## src/rtl/id_exe_feed.sv

```systemverilog
// ID/EXE pipeline register with EXE/MEM operand forwarding, load-use stall and flush bubbles.
// Latency: one cycle ID->EXE; stall is combinational and the bubble it inserts clears the hazard next cycle.
module id_exe_feed #(
    parameter int WIDTH = 32,
    parameter int CNT_W = 16
) (
    input  logic             clk,
    input  logic             clrn,
    input  logic [4:0]       drs,
    input  logic [4:0]       drt,
    input  logic             dusers,
    input  logic             dusert,
    input  logic [4:0]       drn,
    input  logic             dwreg,
    input  logic             dm2reg,
    input  logic             dwmem,
    input  logic [2:0]       daluc,
    input  logic             daluimm,
    input  logic             dshift,
    input  logic [WIDTH-1:0] qa,
    input  logic [WIDTH-1:0] qb,
    input  logic [WIDTH-1:0] dimm,
    input  logic [WIDTH-1:0] dpc4,
    input  logic             dflush,
    input  logic [WIDTH-1:0] ealu,
    input  logic             mwreg,
    input  logic             mm2reg,
    input  logic [4:0]       mrn,
    input  logic [WIDTH-1:0] malu,
    input  logic [WIDTH-1:0] mmo,
    input  logic             cnt_clr,
    output logic             stall,
    output logic             evalid,
    output logic             ewreg,
    output logic             em2reg,
    output logic             ewmem,
    output logic [2:0]       ealuc,
    output logic             ealuimm,
    output logic             eshift,
    output logic [4:0]       ern,
    output logic [WIDTH-1:0] ea,
    output logic [WIDTH-1:0] eb,
    output logic [WIDTH-1:0] eimm,
    output logic [WIDTH-1:0] epc4,
    output logic [CNT_W-1:0] bubble_cnt
);

    logic [WIDTH-1:0] fwd_a;
    logic [WIDTH-1:0] fwd_b;
    logic             bubble;

    // EXE beats MEM; a load still in EXE cannot forward (handled by stall instead).
    function automatic logic [WIDTH-1:0] pick(
        input logic [4:0]       rn,
        input logic [WIDTH-1:0] q,
        input logic             x_wreg,
        input logic             x_m2reg,
        input logic [4:0]       x_rn,
        input logic [WIDTH-1:0] x_alu,
        input logic             m_wreg,
        input logic             m_m2reg,
        input logic [4:0]       m_rn,
        input logic [WIDTH-1:0] m_alu,
        input logic [WIDTH-1:0] m_mo
    );
        logic [WIDTH-1:0] r;
        r = q;
        if (x_wreg && !x_m2reg && x_rn != 5'd0 && x_rn == rn)
            r = x_alu;
        else if (m_wreg && m_rn != 5'd0 && m_rn == rn)
            r = m_m2reg ? m_mo : m_alu;
        return r;
    endfunction

    always_comb begin
        fwd_a  = pick(drs, qa, ewreg, em2reg, ern, ealu, mwreg, mm2reg, mrn, malu, mmo);
        fwd_b  = pick(drt, qb, ewreg, em2reg, ern, ealu, mwreg, mm2reg, mrn, malu, mmo);
        stall  = ewreg && em2reg && (ern != 5'd0) &&
                 ((dusers && ern == drs) || (dusert && ern == drt));
        bubble = stall || dflush;
    end

    always_ff @(posedge clk or negedge clrn) begin
        if (!clrn) begin
            evalid  <= 1'b0;
            ewreg   <= 1'b0;
            em2reg  <= 1'b0;
            ewmem   <= 1'b0;
            ealuc   <= 3'd0;
            ealuimm <= 1'b0;
            eshift  <= 1'b0;
            ern     <= 5'd0;
            ea      <= '0;
            eb      <= '0;
            eimm    <= '0;
            epc4    <= '0;
        end else begin
            ea      <= fwd_a;
            eb      <= fwd_b;
            eimm    <= dimm;
            epc4    <= dpc4;
            ern     <= drn;
            ealuc   <= daluc;
            ealuimm <= daluimm;
            eshift  <= dshift;
            if (bubble) begin
                ewreg  <= 1'b0;
                em2reg <= 1'b0;
                ewmem  <= 1'b0;
                evalid <= 1'b0;
            end else begin
                ewreg  <= dwreg;
                em2reg <= dm2reg;
                ewmem  <= dwmem;
                evalid <= 1'b1;
            end
        end
    end

    always_ff @(posedge clk or negedge clrn) begin
        if (!clrn)
            bubble_cnt <= '0;
        else if (cnt_clr)
            bubble_cnt <= '0;
        else if (bubble && !(&bubble_cnt))
            bubble_cnt <= bubble_cnt + 1'b1;
    end

endmodule

```

## config.mk

```make
export PLATFORM = sky130hd
export DESIGN_NAME = id_exe_feed
export DESIGN_NICKNAME = d
export VERILOG_FILES = /design/src/rtl/id_exe_feed.sv
export SDC_FILE = /design/constraint.sdc
export NUM_CORES = 1
export LEC_CHECK = 0
export CAP_MARGIN = 10
export CORE_AREA = 2 2 161 163
export CTS_BUF_LIST = sky130_fd_sc_hd__clkbuf_4
export CTS_CLUSTER_SIZE = 10
export DETAILED_ROUTE_END_ITERATION = 6
export DIE_AREA = 0 0 163 165
export HOLD_SLACK_MARGIN = 0.05
export SLEW_MARGIN = 10
export SYNTH_ARGS = -nofsm -noshare
export SYNTH_HDL_FRONTEND = slang
export SYNTH_SLANG_ARGS = --single-unit
```

## constraint.sdc

```tcl
create_clock -name clk -period 2.55 [get_ports clk]
set_input_delay 0.51 -clock clk [delete_from_list [all_inputs] [get_ports clk]]
set_output_delay 0.51 -clock clk [all_outputs]
set_load 0.02 [all_outputs]
```

==> key figures <==
Drt
  – DRT Pass-1 Iters: 4
  – Initial DRC count: 269
  – Vias/cell: 4.268
  – Met3 Routed Length: 1.931 mm
  – Wirelength per Cell: 17.64 um
  – Met2 wire length: 12.73 mm
  – DRC viols: 0
  – Final wirelength: 24.73 mm
  – Top layer in use: met4
  – Antenna violation net count after detailed routing: 0
  – Via count: 5984
  – Met1 Wirelength: 9.658 mm

Critical path
  – Kind of end point of the critical path: output pin
  – Reg2Reg Depth: 9
  – Reg2reg setup slack: 240 ps
  – Max stage delay on crit path: 570 ps
  – Setup crit end: stall
  – Reg-to-Reg End: bubble_cnt[1]$_DFFE_PN0P_
  – Critical path type: reg -> out
  – CP startpoint kind: flop
  – CP top delay family: simple AND/OR/NAND/NOR gates
  – Reg2reg start: bubble_cnt[0]$_DFFE_PN0P_
  – CP Data Arrival Time: 1990 ps
  – CP bufs+invs: 1
  – Crit path required time: 2040 ps
  – CP startpoint: ern[0]$_DFF_PN0_
  – WP depth: 4
  – CP cell instances: or4_4, o211ai_4, nor2_1, buf_2
  – CP max-delay cell: or4_4
  – Crit-path max FO: 4

STA
  – Hold Vio Cnt, Final: 0
  – Max_slew headroom: 70.04%
  – Tcrit/Tclk final: 98.18%
  – Hold slack final: 355.5 ps
  – Fmax: 399.4 MHz
  – # setup viols final: 0
  – Unrepaired setup endpoints after global routing: yes
  – Worst-Margin Slew: 445.8 ps
  – Final Max Slew Viols: 0
  – Worst Skew: 24.42 ps
  – Tmin final: 2504 ps

Synth
  – Complex-gate fraction of the synthesized area: 13.13%
  – Synth Area in Simple Gates: 14.02%
  – Adder-cell share of the synthesized area: 0.1947%
  – Synth warn: 0
  – Avg Cell Area, Syn: 10.65 um2
  – Asr flop ratio synth: 100.0%
  – Yosys top cell by area: dfrtp_1
  – Top-area cell type share of the netlist area: 61.54%
  – Area contributors post-synth: dfrtp_1, nand2_1, o21ai_0
  – Post-synthesis mux area share: 5.842%
  – Post-synthesis xor/xnor area fraction: 2.863%
  – Count leader, synth: dfrtp_1
  – Sequential fraction of the synthesis area: 61.54%
  – Dominant synthesized flop cell: dfrtp_1
  – Netlist cell types: 41
  – Post-Synthesis Cells: 603
  – Largest family of logic cells by synthesized area: simple AND/OR/NAND/NOR gates
  – Number of synthesized flops with an enable pin: 0
  – Mapped Nets: 864
  – FF+latch count, synth: 158
  – Synth cell count leaders: dfrtp_1, nand2_1, o21ai_0
  – Cell Area, Synth: 6425 um2

Min path
  – Worst min path class: in -> reg
  – WHS Path Cells: 1

Power and ir drop
  – Pwr Density: 472.2 nW/um2
  – Sequential power share: 48.6%
  – Combinational share of power: 22.4%
  – Leak: 0.004646 uW
  – Sw Ratio: 30.88%
  – Tot Pwr: 5530 uW
  – P_sw: 1708 uW
  – Peak VDD IR: 0.0003239 V
  – Internal power: 3822 uW
  – Clock power share: 29.1%

Die
  – Core area: 25040 um2
  – Number of core rows: 58
  – Die width: 163 um
  – Initial Utilization: 25.66%
  – I/O pin total: 419
  – Die Y: 165 um
  – Die Area: 26900 um2

Place
  – Routability congestion estimate: 0.8032
  – Cell count after placement: 1362
  – Number of port buffers: 418
  – Placed Area: 11320 um2
  – Post-detail-place hpwl: 19.68 mm

Clock tree
  – Max Buffers Root-to-Sink: 2
  – Worst-path clk slew: 190 ps
  – CTS root buffer: clkbuf_4
  – CTS Buf Count: 17
  – CTS tree: yes
  – H-tree levels: 4
  – Clk Latency, worst-skew pair: 550 ps
  – Clk sinks: 158

Layout
  – Cell Count, Final, Fillers Out: 1402
  – Net total in the final layout: 1319
  – Design area: 11710 um2
  – Filler instances: 2403
  – Layout cells sized above 1: 9.897%
  – Layout area overhead: 82.28%

Run
  – Max-Cap Viols: 0

Global route
  – Overflow left after global routing: 0
  – Global-route wire length before repair: 36.17 mm
  – GRT Util Overall: 17.98%
  – Vias in the first global route: 6108
  – Initial antenna violation count: 1
  – Largest net degree at the start of global routing: 60

Outcome
  – Status: completed
-- power by group through the flow --
stage	combinational, uW	sequential [uW]	clock [uW]
after floorplan	188	2910	0
after global placement	1230	2730	0
after detailed placement	1240	2740	0
after CTS	1250	2690	1690
after global routing	1320	2700	1780
final	1240	2690	1610
-- per-layer routing --
metal	track usage (%)	up-vias
li1	-	2968
met1	20.79	2767
met2	31.72	227
met3	5.826	22
met4	5.390	0
met5	0	-
-- state kept, by name, indices dropped and copies added, names as in the netlist --
name,cells
ea,32
eb,32
eimm,32
epc4,32
bubble_cnt,16
ern,5
ealuc,3
ealuimm,1
em2reg,1
eshift,1
evalid,1
ewmem,1
ewreg,1
-- worst min-delay path by stage --
| stage | from | to |
|---|---|---|
| 3_5_place_dp | clrn | eimm[5]$_DFF_PN0_ |
| 4_1_cts | dpc4[14] | epc4[14]$_DFF_PN0_ |
| 6_report | dimm[11] | eimm[11]$_DFF_PN0_ |
| 2_1_floorplan | clrn | bubble_cnt[0]$_DFFE_PN0P_ |
| 3_3_place_gp | clrn | eimm[5]$_DFF_PN0_ |
| 5_1_grt | dimm[11] | eimm[11]$_DFF_PN0_ |
-- per-stage QoR --
stage          worst slack (ps)  setup TNS [ps]  utilization (%)
3_3_place_gp             -252.5           -1167            45.23
5_1_grt                  -72.31          -72.31            46.78
2_1_floorplan             363.1               0                -
6_report                  46.49               0            46.78
4_1_cts                  -19.19          -19.19            46.76
3_5_place_dp             -246.3           -1503            45.23
-- layout make-up --
type / count / area (um2) / area share, %
Timing Repair Buffer: 470 / 4668 / 39.86
Sequential cell: 158 / 3956 / 33.78
Multi-Input combinational cell: 409 / 2344 / 20.01
Tap cell: 330 / 412.9 / 3.526
Clock inverter: 15 / 192.7 / 1.645
Clock buffer: 17 / 127.6 / 1.090
Inverter: 2 / 7.507 / 0.06410
Antenna cell: 1 / 2.502 / 0.02137
-- cell families (layout without fill, tap and decap cells) --
logic type	after synthesis	count (layout)
and+or+nand+nor	194	194
DFF	158	158
xor gates and xnor gates	21	21
other	0	1
muxes	36	36
AOI/OAI and AO/OA	157	157
buffers and inverters	36	504
adders and majority gates	1	1
-- cells in the final DEF (no fill, tap or decap), drive strengths merged, types with 2 or more instances in the layout --
| master | instances |
|---|---|
| clkdlybuf4s50 | 415 |
| dfrtp | 158 |
| nand2 | 138 |
| o21ai | 137 |
| buf | 54 |
| mux2i | 33 |
| clkbuf | 17 |
| xor2 | 15 |
| nor2 | 9 |
| clkinv | 9 |
| nand3 | 8 |
| or4 | 8 |
| nor2b | 7 |
| a21oi | 7 |
| nor3 | 7 |
| inv | 7 |
| xnor2 | 6 |
| o31ai | 4 |
| and2 | 3 |
| or3 | 3 |
| mux2 | 3 |
| nor4 | 3 |
| o21ba | 3 |
| nor3b | 2 |
| o21a | 2 |
| nand4 | 2 |
-- timing repair --
action | 4_1_cts | 5_1_grt
pin swaps | 1 | 1
setup endpoints to repair | 1 | 1
resized for setup | 7 | 1
buffers inserted | 6 | 0
cloned | 0 | 0
hold endpoints to repair | 30 | 0
hold buffers | 1 | 0
Power figures use the tool's default switching activity.
